### config.mk
export PLATFORM = sky130hd
export DESIGN_NAME = uart_rx_flat
export DESIGN_NICKNAME = d
export VERILOG_FILES = /design/src/rtl/uart_pkg.sv /design/src/rtl/uart_rx_if.sv /design/src/rtl/uart_rx_sync.sv /design/src/rtl/uart_rx.sv /design/src/flat_wrapper.sv
export SDC_FILE = /design/constraint.sdc
export NUM_CORES = 1
export LEC_CHECK = 0
export CORE_MARGIN = 2
export CORE_UTILIZATION = 55
export CTS_CLUSTER_DIAMETER = 100
export CTS_CLUSTER_SIZE = 12
export DETAILED_ROUTE_END_ITERATION = 16
export GPL_ROUTABILITY_DRIVEN = 0
export GPL_TIMING_DRIVEN = 0
export PLACE_DENSITY = 0.72
export SYNTH_ARGS = -nofsm -noshare
export SYNTH_HDL_FRONTEND = slang
export SYNTH_SLANG_ARGS = --single-unit
### constraint.sdc
create_clock -name clk -period 4.1 [get_ports clk]
set_input_delay 0.82 -clock clk [delete_from_list [all_inputs] [get_ports clk]]
set_output_delay 0.82 -clock clk [all_outputs]
set_load 0.01 [all_outputs]
### src/rtl/uart_pkg.sv
// ----------------------------------------------------------------------------
// uart_pkg -- constants and types shared by the UART transmitter and receiver.
//   BAUD_DIV_DEFAULT : clocks per bit, 50 MHz / 19200 baud
//   half_bit()       : mid-bit offset used to centre the first sample
//   rx_state_t       : receiver FSM states
// ----------------------------------------------------------------------------
package uart_pkg;

   localparam int unsigned BAUD_DIV_DEFAULT = 2604;

   typedef enum logic {
      IDLE,
      RECEIVE
   } rx_state_t;

   function automatic int unsigned half_bit(input int unsigned div);
      return div / 2;
   endfunction

endpackage

### src/rtl/uart_rx_if.sv
// ----------------------------------------------------------------------------
// uart_rx_if -- serial-line and consumer-side signals of the UART receiver.
//   RX        : asynchronous serial input, idle high
//   clr_rdy   : one-cycle strobe from the consumer, clears rdy
//   rx_data   : last received byte
//   rdy       : sticky byte-available flag
//   frame_err : stop bit sampled low (only with UART_RX_FRAME_ERR_EN)
// Modports: slave = receiver side, master = line driver / consumer side.
// ----------------------------------------------------------------------------
interface uart_rx_if;

   logic       RX;
   logic       clr_rdy;
   logic [7:0] rx_data;
   logic       rdy;
`ifdef UART_RX_FRAME_ERR_EN
   logic       frame_err;
`endif

`ifdef UART_RX_FRAME_ERR_EN
   modport slave  (input RX, input clr_rdy, output rx_data, output rdy, output frame_err);
   modport master (output RX, output clr_rdy, input rx_data, input rdy, input frame_err);
`else
   modport slave  (input RX, input clr_rdy, output rx_data, output rdy);
   modport master (output RX, output clr_rdy, input rx_data, input rdy);
`endif

endinterface

### src/rtl/uart_rx_sync.sv
// ----------------------------------------------------------------------------
// uart_rx_sync -- three-flop synchronizer on the RX pin with falling-edge
// detect. All flops reset to 1 (idle line level).
//   clk, rst   : system clock, synchronous active-high reset
//   RX         : asynchronous serial input
//   rx_sync    : RX after two flops
//   start_edge : rx_prev = 1 and rx_sync = 0 (one cycle per falling edge)
// ----------------------------------------------------------------------------
module uart_rx_sync (
   input  logic clk,
   input  logic rst,
   input  logic RX,
   output logic rx_sync,
   output logic start_edge
);

   logic meta;
   logic rx_prev;

   always_ff @(posedge clk) begin
      if (rst) begin
         meta    <= 1'b1;
         rx_sync <= 1'b1;
         rx_prev <= 1'b1;
      end else begin
         meta    <= RX;
         rx_sync <= meta;
         rx_prev <= rx_sync;
      end
   end

   assign start_edge = rx_prev & ~rx_sync;

endmodule

### src/rtl/uart_rx.sv
// ----------------------------------------------------------------------------
// uart_rx -- 8N1 serial receiver (LSB first, idle high, one start, one stop).
// The received byte is presented with a sticky rdy flag cleared by clr_rdy.
//   BAUD_DIV : clocks per bit, >= 4
//   clk, rst : system clock, synchronous active-high reset
//   bus      : uart_rx_if.slave (RX, clr_rdy, rx_data, rdy[, frame_err])
// Optional feature: define UART_RX_FRAME_ERR_EN to add frame_err, set when the
// stop bit samples low.
// ----------------------------------------------------------------------------
module uart_rx
   import uart_pkg::*;
#(
   parameter int unsigned BAUD_DIV = BAUD_DIV_DEFAULT
) (
   input logic     clk,
   input logic     rst,
   uart_rx_if.slave bus
);

   localparam int unsigned CW = $clog2(BAUD_DIV);
   // The detection cycle is the first cycle of the half bit, so the counter
   // starts one lower; the first sample then falls exactly half_bit() cycles
   // after the first low rx_sync.
   localparam logic [CW-1:0] HALF_LOAD = CW'(half_bit(BAUD_DIV) - 1);
   localparam logic [CW-1:0] BIT_LOAD  = CW'(BAUD_DIV - 1);
   localparam logic [CW-1:0] CNT_ONE   = CW'(1);

   logic rx_sync;
   logic start_edge;

   uart_rx_sync u_sync (
      .clk        (clk),
      .rst        (rst),
      .RX         (bus.RX),
      .rx_sync    (rx_sync),
      .start_edge (start_edge)
   );

   rx_state_t     state, state_n;
   logic [CW-1:0] baud_cnt, baud_cnt_n;
   logic [3:0]    bit_cnt, bit_cnt_n;
   logic [8:0]    shreg, shreg_n;
   logic [7:0]    data_q, data_n;
   logic          rdy_q, rdy_n;
`ifdef UART_RX_FRAME_ERR_EN
   logic          ferr_q, ferr_n;
`endif

   always_ff @(posedge clk) begin
      if (rst) begin
         state    <= IDLE;
         baud_cnt <= '0;
         bit_cnt  <= '0;
         shreg    <= '0;
         data_q   <= '0;
         rdy_q    <= 1'b0;
`ifdef UART_RX_FRAME_ERR_EN
         ferr_q   <= 1'b0;
`endif
      end else begin
         state    <= state_n;
         baud_cnt <= baud_cnt_n;
         bit_cnt  <= bit_cnt_n;
         shreg    <= shreg_n;
         data_q   <= data_n;
         rdy_q    <= rdy_n;
`ifdef UART_RX_FRAME_ERR_EN
         ferr_q   <= ferr_n;
`endif
      end
   end

   always_comb begin
      state_n    = state;
      baud_cnt_n = baud_cnt;
      bit_cnt_n  = bit_cnt;
      shreg_n    = shreg;
      data_n     = data_q;
      rdy_n      = rdy_q;
`ifdef UART_RX_FRAME_ERR_EN
      ferr_n     = ferr_q;
`endif

      // Lowest priority: consumer clear. Start detection and frame completion
      // below override it.
      if (bus.clr_rdy) begin
         rdy_n = 1'b0;
`ifdef UART_RX_FRAME_ERR_EN
         ferr_n = 1'b0;
`endif
      end

      unique case (state)
         IDLE: begin
            if (start_edge) begin
               baud_cnt_n = HALF_LOAD;
               bit_cnt_n  = '0;
               rdy_n      = 1'b0;
`ifdef UART_RX_FRAME_ERR_EN
               ferr_n     = 1'b0;
`endif
               state_n    = RECEIVE;
            end
         end
         RECEIVE: begin
            if (baud_cnt == '0) begin
               baud_cnt_n = BIT_LOAD;
               shreg_n    = {rx_sync, shreg[8:1]};
               bit_cnt_n  = bit_cnt + 4'd1;
               if (bit_cnt == 4'd0 && rx_sync) begin
                  // start bit high at mid-bit: glitch, abandon quietly
                  state_n = IDLE;
               end else if (bit_cnt == 4'd9) begin
                  state_n = IDLE;
                  data_n  = shreg_n[7:0];
                  rdy_n   = 1'b1;
`ifdef UART_RX_FRAME_ERR_EN
                  ferr_n  = ~rx_sync;
`endif
               end
            end else begin
               baud_cnt_n = baud_cnt - CNT_ONE;
            end
         end
      endcase
   end

   assign bus.rx_data = data_q;
   assign bus.rdy     = rdy_q;
`ifdef UART_RX_FRAME_ERR_EN
   assign bus.frame_err = ferr_q;
`endif

endmodule

### src/flat_wrapper.sv
// flat-port wrapper written by rule: the top's interface ports become plain ports
module uart_rx_flat import uart_pkg::*;
#(
   parameter int unsigned BAUD_DIV = BAUD_DIV_DEFAULT
)
  (clk, rst, bus_RX, bus_clr_rdy, bus_rx_data, bus_rdy);
  uart_rx_if bus_i ();
  input logic clk;
  input logic rst;
  input wire logic [$bits(bus_i.RX)-1:0] bus_RX;
  input wire logic [$bits(bus_i.clr_rdy)-1:0] bus_clr_rdy;
  output wire logic [$bits(bus_i.rx_data)-1:0] bus_rx_data;
  output wire logic [$bits(bus_i.rdy)-1:0] bus_rdy;
  assign bus_i.RX = bus_RX;
  assign bus_i.clr_rdy = bus_clr_rdy;
  assign bus_rx_data = bus_i.rx_data;
  assign bus_rdy = bus_i.rdy;
  uart_rx #(.BAUD_DIV(BAUD_DIV)) u_core (.clk(clk), .rst(rst), .bus(bus_i));
endmodule
==> results of run 1 <==
[layout make-up]
type                       count  area [µm²]  share of cell area [%]
multi-input combinational    137         870                    45.7
sequential                    37         741                    38.9
timing repair buffer          12         120                    6.31
clock buffer                   6        51.3                    2.70
buffer                         9        46.3                    2.43
tap                           33        41.3                    2.17
inverter                       7        26.3                    1.38
clock inverter                 1        7.51                   0.394
[Yosys cell counts (all sizes together) (2+ instances only)]
master    n
dfxtp    37
nand2    26
a21oi    14
nor2     14
mux2i     8
nand3     8
inv       7
a31oi     6
clkbuf    6
or2       6
ha        5
a311oi    4
nor2b     4
nor3      4
nor4      4
o211ai    4
a211oi    3
buf       3
o21ai     3
or4b      3
a2111oi   2
nand2b    2
nand3b    2
o31a      2
[stage by stage]
step / cell area (µm²) / power [mW] / setup WS [ns]
detailed placement: 1840 / 0.520 / 1.66
CTS: 1900 / 0.714 / 1.97
global placement: 1840 / 0.515 / 1.75
finish: 1900 / 0.713 / 1.97
floorplan: 1680 / 0.486 / 2.27
global route: 1900 / 0.750 / 1.80
[sequential cells by signal, indices dropped and copies added (netlist names)]
signal / count
u_core.baud_cnt: 12
u_core.bus.rx_data: 8
u_core.shreg: 8
u_core.bit_cnt: 4
u_core.bus.rdy: 1
u_core.state: 1
u_core.u_sync.meta: 1
u_core.u_sync.rx_prev: 1
u_core.u_sync.rx_sync: 1
[worst max-delay path by stage]
stage,slack [ns],start,to,cells past startpoint
finish,1.97,u_core.baud_cnt[0]$_SDFFE_PP0P_,u_core.bus.rx_data[6]$_SDFFE_PP0P_,7
global route,1.80,u_core.baud_cnt[0]$_SDFFE_PP0P_,u_core.bus.rx_data[6]$_SDFFE_PP0P_,7
CTS,1.97,u_core.baud_cnt[0]$_SDFFE_PP0P_,u_core.bus.rx_data[6]$_SDFFE_PP0P_,7
detailed placement,1.66,rst,u_core.baud_cnt[2]$_SDFFE_PP0P_,4
floorplan,2.27,u_core.baud_cnt[0]$_SDFFE_PP0P_,u_core.bus.rx_data[0]$_SDFFE_PP0P_,7
global placement,1.75,rst,u_core.baud_cnt[2]$_SDFFE_PP0P_,4
[cells by family after synthesis]
kind of cell,share of synthesized area [%]
and+or+nand+nor,25.2
DFF,44.0
adders and majority gates,3.72
buffers and inverters,4.31
muxes,4.76
AOI/OAI and AO/OA,18.0
[power breakdown]
group	internal [mW]	total, mW	switching [mW]
Clock	0.0803	0.198	0.118
Sequential	0.373	0.390	0.0172
Combinational	0.0462	0.124	0.0781
Total	0.499	0.713	0.213
[per-layer routing]
layer	up-vias	routed length, µm	share of wire [%]
li1	725	-	-
met1	701	1740	47
met2	28	1720	47
met3	5	165	4.5
met4	0	46	1.3
met5	-	0	0
==> PnR_summary.wiki, run 1 <==
{| class="wikitable"
! Metric !! Value
|-
| Result of the run || completed
|-
| Total I/O pin count || 13
|-
| Cell area after technology mapping || 1680 µm²
|-
| Synth-to-layout area growth || 13.1%
|-
| Met3 track demand over resource in global routing || 4.80%
|-
| HPWL after detailed placement || 2640 µm
|-
| Total routing resource utilization after global routing || 23.3%
|-
| Ordered list of cells on the worst path || inv_1 > ha_1 > or4b_1 > nor4_1 > buf_4 > mux2i_1 > nor2_1
|-
| Most area-hungry cell type in the Yosys netlist || sky130_fd_sc_hd__dfxtp_1
|-
| Worst R2R Start || u_core.baud_cnt[0]$_SDFFE_PP0P_
|-
| Classification of the worst-slack hold path || flop to flop
|-
| CTS Hold Buffers Added || 0
|-
| Global Route met2 Usage || a little over a third
|-
| H-tree levels || 2
|-
| Ant. Diodes || 0
|-
| Worst hold start || u_core.u_sync.meta$_SDFF_PP1_
|-
| Sequential element share of the synthesized area || between 40% and 50%
|-
| Final cell count without fillers || roughly 240
|-
| Hold Crit Depth || 1
|-
| Maximum capacitance violations || 0
|-
| Buffer depth of the longest clock path || 2
|-
| Reg-to-reg endpoint || u_core.bus.rx_data[6]$_SDFFE_PP0P_
|-
| WP buf/inv || 2
|-
| Fraction of final layout cells with drive strength greater than 1 || roughly 11%
|-
| Placed Cells incl. Taps || roughly 240
|-
| Mean area per synthesized cell || 8.86 µm²
|-
| Biggest area contributors in the synthesized netlist || sky130_fd_sc_hd__dfxtp_1 (44%), sky130_fd_sc_hd__nand2_1 (5.8%), sky130_fd_sc_hd__mux2i_1 (4.8%)
|-
| Count of buffers inserted at the top-level ports || 12
|-
| Post-CTS sizing || 0
|-
| Wire length per cell after detailed routing || 15.2 µm
|-
| Wire length of the first global-routing pass || 6090 µm
|-
| Synth Net Count || 199
|-
| Vertical die dimension || 59.3 µm
|-
| Pwr/cell area || 375 nW/µm²
|-
| Starting density of the core || 56.5%
|-
| Post-CTS Setup Bufs || 0
|-
| TritonCTS clock tree || done
|-
| Final Hold Slack || 0.419 ns
|-
| Total iterations of the first detailed-routing run || 4
|-
| Area of the core || ~3000 µm²
|-
| Wire length reported by the detailed router || 3670 µm
|-
| Number of enable flip-flop cells after synthesis || 0
|-
| Most frequent cells in the layout || sky130_fd_sc_hd__dfxtp_1 (37), sky130_fd_sc_hd__nand2_1 (26), sky130_fd_sc_hd__nor2_1 (14), sky130_fd_sc_hd__a21oi_1 (14), sky130_fd_sc_hd__clkdlybuf4s50_1 (12)
|-
| Max stage delay cell, worst path || sky130_fd_sc_hd__or4b_1
|-
| Post-Synthesis Cells || 190
|-
| DRC marker count from the first detailed-route iteration || approximately 70
|-
| Skew-Pair Late Insertion Delay || 0.34 ns
|-
| Most utilized layer in the global route result || met2
|-
| Total of warnings raised by yosys || 0
|-
| Main flop type after synthesis || sky130_fd_sc_hd__dfxtp_1
|-
| Worst path max stage delay || 0.53 ns
|-
| Row Count || 20
|-
| CP max FO || 9
|-
| Proportion of register bits with asynchronous set or reset after synthesis || 0%
|-
| Met1 global-route usage || 32.9%
|-
| Arrival time reported for the critical path endpoint || 2.35 ns
|-
| Pin count of the biggest net entering global routing || 12
|-
| Worst setup slack for register-to-register paths || 1.97 ns
|-
| Maximum resistive drop on vdd || 276 µV
|-
| Via count of the first global-routing pass || 1,278
|-
| Clock transition time at the flip-flop clock pins of the worst setup and hold paths || 0.10 ns
|-
| Total grt overflow || 0
|-
| Final ANT Viol Nets || 0
|-
| Number of nets in the layout || 218
|-
| Finished Core Util || around 64%
|-
| Total number of vias || 1,459
|-
| Worst-margin pin slew || slightly above 0.8 ns
|-
| Logic depth of the worst register-to-register path || 7
|-
| Setup repair after global routing missed its margin || false
|-
| Crit Path Class || flop to flop
|-
| Final clock period utilization by the worst path || 51.9%
|-
| Required time at the worst-slack endpoint || 4.32 ns
|-
| Fmax || 470 MHz
|-
| Most common cell after layout, fill and taps aside || sky130_fd_sc_hd__dfxtp_1
|-
| Max-slew violation count || 0
|-
| Hold-critical path endpoint || u_core.u_sync.rx_sync$_SDFF_PP1_
|-
| Final Skew || 0.0106 ns
|-
| Rel. slew slack || 44.6%
|-
| Final setup violating endpoints || 0
|-
| Chip width || 59.3 µm
|-
| CTS root buffer || sky130_fd_sc_hd__clkbuf_4
|-
| Kind of cell adding the most delay to the critical path || simple AND/OR/NAND/NOR gates
|-
| Critical Path Source Type || flop
|-
| Leakage || between 0.6 and 0.7 nW
|-
| Inserted Clock Buffers || 5
|-
| Critical Path End Type || flop
|-
| Number of failing hold endpoints at the final stage || 0
|-
| Register bit count reported by yosys || 37
|-
| Tmin final || 2.13 ns
|-
| Die Footprint || 3520 µm²
|-
| Clock sink count || 37
|-
| Number of filler cells placed in the layout || 270
|-
| Final routed DRC violation total || 0
|-
| Unique masters post-synth || 43
|-
| Avg Vias per Cell || 6.03
|-
| Total negative setup slack || 0 ns
|-
| Area share of the largest cell type after synthesis || 44.0%
|-
| Antenna violations before repair || 0
|}
Note: power is estimated with default switching activity, not from simulation.
==> inputs of run 2 (changes only) <==
CORE_UTILIZATION = 51   (was 55)
PLACE_DENSITY = 0.7   (was 0.72)
clock period = 1.9 ns   (was 4.1 ns; I/O delays follow)
==> run 2 against run 1 <==
  * The flow now finishes with violations (setup timing)
  * Non-clock buffer count is 5 higher
  * Worst hold slack better by 0.024 ns
  * Final cell count is 6.6% higher
  * Global-route usage hardly changed
  * Largest cell class unchanged
  * Highest routed layer unchanged
==> PnR_summary.wiki, run 2 (synthesis gave the netlist of run 1 again) <==
{| class="wikitable"
! Metric !! Value
|-
| Most utilized layer in the global route result || met2
|-
| Power share of the sequential group || 50.4%
|-
| Clock sink count || 37
|-
| Critical Path Source Type || flop
|-
| Combinational share of power || 18.6%
|-
| Wire length per cell after detailed routing || 15.1 µm
|-
| Final setup violating endpoints || 7
|-
| Inserted Clock Buffers || 5
|-
| Critical Path End Type || flop
|-
| Proportion of power drawn by the clock network || around 31%
|-
| Wire length reported by the detailed router || 3890 µm
|-
| Total grt overflow || 0
|-
| Buffer depth of the longest clock path || 2
|-
| Pwr/cell area || 818 nW/µm²
|-
| Crit Path Class || flop to flop
|-
| Leakage || 0.706 nW
|-
| Arrival time reported for the critical path endpoint || 2.15 ns
|-
| Die Footprint || between 3000 and 4000 µm²
|-
| Setup repair after global routing missed its margin || true
|-
| Maximum capacitance violations || 0
|-
| TritonCTS clock tree || done
|-
| Chip width || slightly above 60 µm
|-
| Count of buffers inserted at the top-level ports || 12
|-
| Final cell count without fillers || between 200 and 300
|-
| Placed Cells incl. Taps || 246
|-
| Starting density of the core || 54.2%
|-
| Number of nets in the layout || about 220
|-
| Antenna violations before repair || 0
|-
| Rel. slew slack || ~63%
|-
| Number of failing hold endpoints at the final stage || 0
|-
| CP max FO || 4
|-
| Tmin final || 1.93 ns
|-
| Classification of the worst-slack hold path || flop to flop
|-
| Skew-Pair Late Insertion Delay || 0.33 ns
|-
| Final Skew || about 0.0048 ns
|-
| Result of the run || finished with violations
|-
| Global Route met2 Usage || 36.0%
|-
| Register with the highest flop count || u_core.baud_cnt
|-
| Setup slack after layout || -0.0265 ns
|-
| Max-slew violation count || 0
|-
| Avg Vias per Cell || 5.78
|-
| Net switching power || 0.483 mW
|-
| HPWL after detailed placement || 2580 µm
|-
| Violations in the final reports || setup timing
|-
| Vertical die dimension || 61.4 µm
|-
| Total number of vias || 1,491
|-
| Most frequent cells in the layout || sky130_fd_sc_hd__dfxtp_1 (32), sky130_fd_sc_hd__nand2_1 (26), sky130_fd_sc_hd__nor2_1 (14), sky130_fd_sc_hd__a21oi_1 (14), sky130_fd_sc_hd__clkdlybuf4s50_1 (12)
|-
| Maximum resistive drop on vdd || between 500 and 600 µV
|-
| Total iterations of the first detailed-routing run || 4
|-
| DRC marker count from the first detailed-route iteration || 103
|-
| Final routed DRC violation total || 0
|-
| Final clock period utilization by the worst path || 101%
|-
| Total I/O pin count || 13
|-
| Total routing resource utilization after global routing || 23.4%
|-
| Ant. Diodes || 0
|-
| CTS root buffer || sky130_fd_sc_hd__clkbuf_4
|-
| Met3 track demand over resource in global routing || 6.72%
|-
| Largest register FFs || 12
|-
| Fmax || 519 MHz
|-
| Final ANT Viol Nets || 0
|-
| Wire length of the first global-routing pass || 6470 µm
|-
| Required time at the worst-slack endpoint || approximately 2.1 ns
|-
| Fraction of power spent switching nets || 28.7%
|-
| Worst-margin pin slew || between 0.5 and 0.6 ns
|-
| Final Hold Slack || 0.443 ns
|-
| Clock transition time at the flip-flop clock pins of the worst setup and hold paths || 0.11 ns
|-
| Fraction of final layout cells with drive strength greater than 1 || 21.0%
|-
| Synth-to-layout area growth || 22.2%
|-
| Area of the core || 3100 µm²
|-
| Met1 global-route usage || 31.2%
|-
| Most common cell after layout, fill and taps aside || sky130_fd_sc_hd__dfxtp_1
|-
| Row Count || 20
|-
| Via count of the first global-routing pass || 1,400
|-
| Power Internal || 1.20 mW
|-
| Pin count of the biggest net entering global routing || 12
|-
| H-tree levels || 2
|}
==> run 2: cell count changes in the layout (fill, tap and decap cells not counted), sizes merged <==
cell,before,now
clkinvlp,1,0
clkbuf,12,11
bufinv,0,1
buf,3,8
clkinv,0,1
==> run 2: stage by stage <==
| step | worst slack [ns] | TNS, ns | util [%] | power, mW | instance area, µm² |
|---|---|---|---|---|---|
| final | -0.0265 | -0.137 | 66.3 | 1.68 | 2060 |
| after global routing | -0.0914 | -0.997 | 66.3 | 1.76 | 2060 |
| after CTS | -0.0655 | -0.509 | 65.3 | 1.67 | 2030 |
| after detailed placement | -0.228 | -2.96 | 59.9 | 1.12 | 1860 |
| after global placement | -0.183 | -2.03 | 59.9 | 1.11 | 1860 |
| after floorplan | 0.0659 | 0 | - | 1.05 | 1680 |
==> run 2: timing repair <==
action,in CTS,in global routing
cloned,1,0
pin swaps,3,1
buffers inserted,4,0
resized for setup,18,8
hold buffers,0,0
endpoints found under the setup margin,22,24
==> run 2: power groups by stage <==
stage               clock, mW  combinational, mW  sequential [mW]
global route            0.561              0.341            0.855
detailed placement          0              0.259            0.859
global placement            0              0.256            0.856
CTS                     0.531              0.297            0.842
finish                  0.521              0.313            0.849
floorplan                   0              0.199            0.849
==> run 2: layout make-up <==
cell class                 count  area (µm²)
clock inverter                 2        35.0
multi-input combinational    137         937
inverter                       7        28.8
tap                           44        55.1
sequential                    37         749
clock buffer                   5        37.5
fill                         276        1050
timing repair buffer          17         161
buffer                         9        52.6
==> run 2: path summary, 6_finish.rpt <==
| kind | startpoint | cells after the start | to | slack [ns] |
|---|---|---|---|---|
| worst max-delay path | u_core.baud_cnt[1]$_SDFFE_PP0P_ | 7 | u_core.bus.rx_data[5]$_SDFFE_PP0P_ | -0.03 |
| worst min-delay path | u_core.u_sync.meta$_SDFF_PP1_ | 1 | u_core.u_sync.rx_sync$_SDFF_PP1_ | 0.44 |
| worst max register to register | u_core.baud_cnt[1]$_SDFFE_PP0P_ | 7 | u_core.bus.rx_data[5]$_SDFFE_PP0P_ | -0.03 |
| worst min register to register | u_core.u_sync.meta$_SDFF_PP1_ | 1 | u_core.u_sync.rx_sync$_SDFF_PP1_ | 0.44 |
==> run 2: layer usage <==
metal / vias to the layer above / routed length, µm
li1: 731 / -
met1: 714 / 1810
met2: 40 / 1850
met3: 6 / 180
met4: 0 / 48
met5: - / 0
==> run 2: worst max-delay path: stages, from the launching register on <==
cell and delay, ns:
sky130_fd_sc_hd__dfxtp_2 0.34, sky130_fd_sc_hd__inv_2 0.07, sky130_fd_sc_hd__ha_4 0.12, sky130_fd_sc_hd__or4b_4 0.50, sky130_fd_sc_hd__nor4_4 0.33, sky130_fd_sc_hd__buf_4 0.22, sky130_fd_sc_hd__mux2i_1 0.18, sky130_fd_sc_hd__nor2_1 0.05
==> inputs of run 3 (changes only) <==
CORE_ASPECT_RATIO = 0.5   (was not set)
==> run 3 against run 2 <==
  * The flow now finishes without violations
  * Non-clock buffer count rose by 2
  * Worst setup slack improved by 0.033 ns
  * Sequential power is essentially flat
  * Flip-flop and latch count did not move
  * Final cell count is 0.78% lower
  * Power rose by 8.5%
  * First-iteration DRC count is 23% lower
  * Maximum frequency rose by 1.7%
  * Via count grew 2.9%
  * Count of clock-buffer cells in the layout stayed put
  * Routed wire length is 2.1% higher
  * Worst hold slack worse by 0.020 ns
  * Critical path type unchanged
  * Largest cell class unchanged
  * Largest power group unchanged
==> PnR_summary.wiki, run 3 (synthesis gave the netlist of run 1 again) <==
{| class="wikitable"
! Metric !! Value
|-
| Result of the run || completed
|-
| Final ANT Viol Nets || 0
|-
| Largest register FFs || 12
|-
| Power share of the sequential group || 46.5%
|-
| Logic depth of the worst register-to-register path || 7
|-
| Number of nets in the layout || 225
|-
| Proportion of power drawn by the clock network || 35.5%
|-
| Count of buffers inserted at the top-level ports || 12
|-
| Starting density of the core || 54.9%
|-
| Worst setup slack for register-to-register paths || between 0.006 and 0.007 ns
|-
| Total I/O pin count || 13
|-
| Ant. Diodes || 0
|-
| Net switching power || 0.509 mW
|-
| Total iterations of the first detailed-routing run || 4
|-
| Final setup violating endpoints || 0
|-
| TritonCTS clock tree || done
|-
| H-tree levels || 2
|-
| Clock sink count || 37
|-
| Pwr/cell area || 871 nW/µm²
|-
| Buffer depth of the longest clock path || 2
|-
| Rel. slew slack || 59.5%
|-
| Arrival time reported for the critical path endpoint || just over 2 ns
|-
| Worst-margin pin slew || 0.605 ns
|-
| Final Power || 1.83 mW
|-
| Hold Crit Depth || 1
|-
| Total negative setup slack || 0 ns
|-
| Total grt overflow || 0
|-
| Final Hold Slack || ~0.42 ns
|-
| Avg Vias per Cell || around 6
|-
| Power Internal || 1.32 mW
|-
| Critical Path Source Type || flop
|-
| Leakage || ~0.73 nW
|-
| Via count of the first global-routing pass || 1,354
|-
| Register with the highest flop count || u_core.baud_cnt
|-
| Hold-critical path endpoint || u_core.u_sync.rx_sync$_SDFF_PP1_
|-
| Synth-to-layout area growth || 24.7%
|-
| Reg-to-reg endpoint || u_core.bus.rx_data[0]$_SDFFE_PP0P_
|-
| Most frequent cells in the layout || sky130_fd_sc_hd__dfxtp_1 (34), sky130_fd_sc_hd__nand2_1 (26), sky130_fd_sc_hd__nor2_1 (14), sky130_fd_sc_hd__a21oi_1 (14), sky130_fd_sc_hd__clkdlybuf4s50_1 (12)
|-
| Wire length per cell after detailed routing || 15.5 µm
|-
| Fraction of power spent switching nets || 27.9%
|-
| Crit Path Class || flop to flop
|-
| Vertical die dimension || 44.6 µm
|-
| Chip width || between 80 and 90 µm
|-
| Combinational share of power || around 18%
|-
| Critical Path End Type || flop
|-
| Die Footprint || 3800 µm²
|-
| CP max FO || 4
|-
| Antenna violations before repair || 0
|-
| Finished Core Util || 68.4%
|-
| Most common cell after layout, fill and taps aside || sky130_fd_sc_hd__dfxtp_1
|-
| Clock transition time at the flip-flop clock pins of the worst setup and hold paths || 0.07 ns
|-
| Setup repair after global routing missed its margin || true
|-
| Required time at the worst-slack endpoint || about 2 ns
|-
| Row Count || 14
|-
| CTS Hold Buffers Added || 0
|-
| Worst R2R Start || u_core.baud_cnt[0]$_SDFFE_PP0P_
|-
| Tmin final || 1.89 ns
|-
| Total number of vias || 1,534
|-
| HPWL after detailed placement || 2590 µm
|-
| Inserted Clock Buffers || 5
|-
| Worst hold start || u_core.u_sync.meta$_SDFF_PP1_
|-
| Area taken by multi-input logic gates || 945 µm²
|-
| CTS root buffer || sky130_fd_sc_hd__clkbuf_8
|-
| Number of failing hold endpoints at the final stage || 0
|-
| Wire length reported by the detailed router || 3970 µm
|-
| Wire length of the first global-routing pass || ~6400 µm
|-
| Fraction of final layout cells with drive strength greater than 1 || approximately a fifth
|-
| Final clock period utilization by the worst path || 99.7%
|-
| Number of filler cells placed in the layout || 249
|-
| Fmax || 528 MHz
|-
| Maximum capacitance violations || 0
|-
| Final Skew || 0.00527 ns
|-
| Max-slew violation count || 0
|-
| Maximum resistive drop on vdd || roughly 540 µV
|-
| Total routing resource utilization after global routing || 22.4%
|-
| Classification of the worst-slack hold path || flop to flop
|-
| Final routed DRC violation total || 0
|-
| Area taken by flip-flops and latches || 744 µm²
|-
| Pin count of the biggest net entering global routing || 12
|-
| Area of the core || 3070 µm²
|-
| Skew-Pair Late Insertion Delay || about 0.29 ns
|-
| DRC marker count from the first detailed-route iteration || 79
|}
## run 3: area by class of cell
cell class                 instances  share of cell area [%]
clock inverter                     2                    1.67
sequential                        37                    35.5
inverter                           7                    1.25
clock buffer                       5                    3.28
timing repair buffer              19                    8.41
multi-input combinational        137                    45.0
buffer                             9                    2.50
tap                               40                    2.39
## run 3: repair_timing
action | CTS | global route
gates cloned | 1 | 0
pin swaps | 2 | 5
gates resized for setup | 15 | 10
endpoints found under the setup margin | 23 | 25
hold endpoints to repair | 0 | 0
setup buffers | 4 | 2
## run 3: worst max path at each step
stage | startpoint | slack, ns | cells past startpoint | to
4_1_cts | u_core.baud_cnt[1]$_SDFFE_PP0P_ | -0.04 | 7 | u_core.bus.rx_data[1]$_SDFFE_PP0P_
3_3_place_gp | u_core.baud_cnt[0]$_SDFFE_PP0P_ | -0.14 | 7 | u_core.bus.rx_data[7]$_SDFFE_PP0P_
5_1_grt | u_core.baud_cnt[1]$_SDFFE_PP0P_ | -0.12 | 7 | u_core.bus.rx_data[4]$_SDFFE_PP0P_
2_1_floorplan | u_core.baud_cnt[0]$_SDFFE_PP0P_ | 0.07 | 7 | u_core.bus.rx_data[0]$_SDFFE_PP0P_
6_report | u_core.baud_cnt[0]$_SDFFE_PP0P_ | 0.006 | 7 | u_core.bus.rx_data[0]$_SDFFE_PP0P_
3_5_place_dp | u_core.baud_cnt[0]$_SDFFE_PP0P_ | -0.15 | 7 | u_core.bus.rx_data[7]$_SDFFE_PP0P_
## run 3: stage by stage
step,std cells,instance area (µm²),setup slack (ns)
2_1_floorplan,190,1680,0.0659
3_3_place_gp,242,1850,-0.135
3_5_place_dp,242,1850,-0.151
4_1_cts,254,2050,-0.0366
5_1_grt,256,2100,-0.118
6_report,256,2100,0.00608
## run 3: worst max-delay path, stage by stage, from the launching register on
cell and delay, ns:
sky130_fd_sc_hd__dfxtp_2 0.33, sky130_fd_sc_hd__inv_2 0.07, sky130_fd_sc_hd__ha_4 0.14, sky130_fd_sc_hd__or4b_4 0.52, sky130_fd_sc_hd__nor4_4 0.28, sky130_fd_sc_hd__buf_4 0.20, sky130_fd_sc_hd__mux2i_1 0.18, sky130_fd_sc_hd__nor2_1 0.05
## run 3: power by group through the flow
stage                     sequential (mW)  clock, mW  combinational, mW
after floorplan                     0.849          0              0.199
after detailed placement            0.859          0              0.257
after global routing                0.854      0.693              0.358
after CTS                           0.843      0.662              0.292
final                               0.850      0.648              0.329
after global placement              0.858          0              0.256
## run 3: metal layers
| layer | track usage [%] | part of all wire, % | wire length (µm) | vias to the layer above |
|---|---|---|---|---|
| met5 | 0 | 0 | 0 | - |
| met4 | 9.21 | 2.0 | 79 | 0 |
| met3 | 7.84 | 9.5 | 376 | 17 |
| met2 | 33.9 | 44 | 1760 | 81 |
| met1 | 29.7 | 44 | 1760 | 697 |
| li1 | - | - | - | 739 |
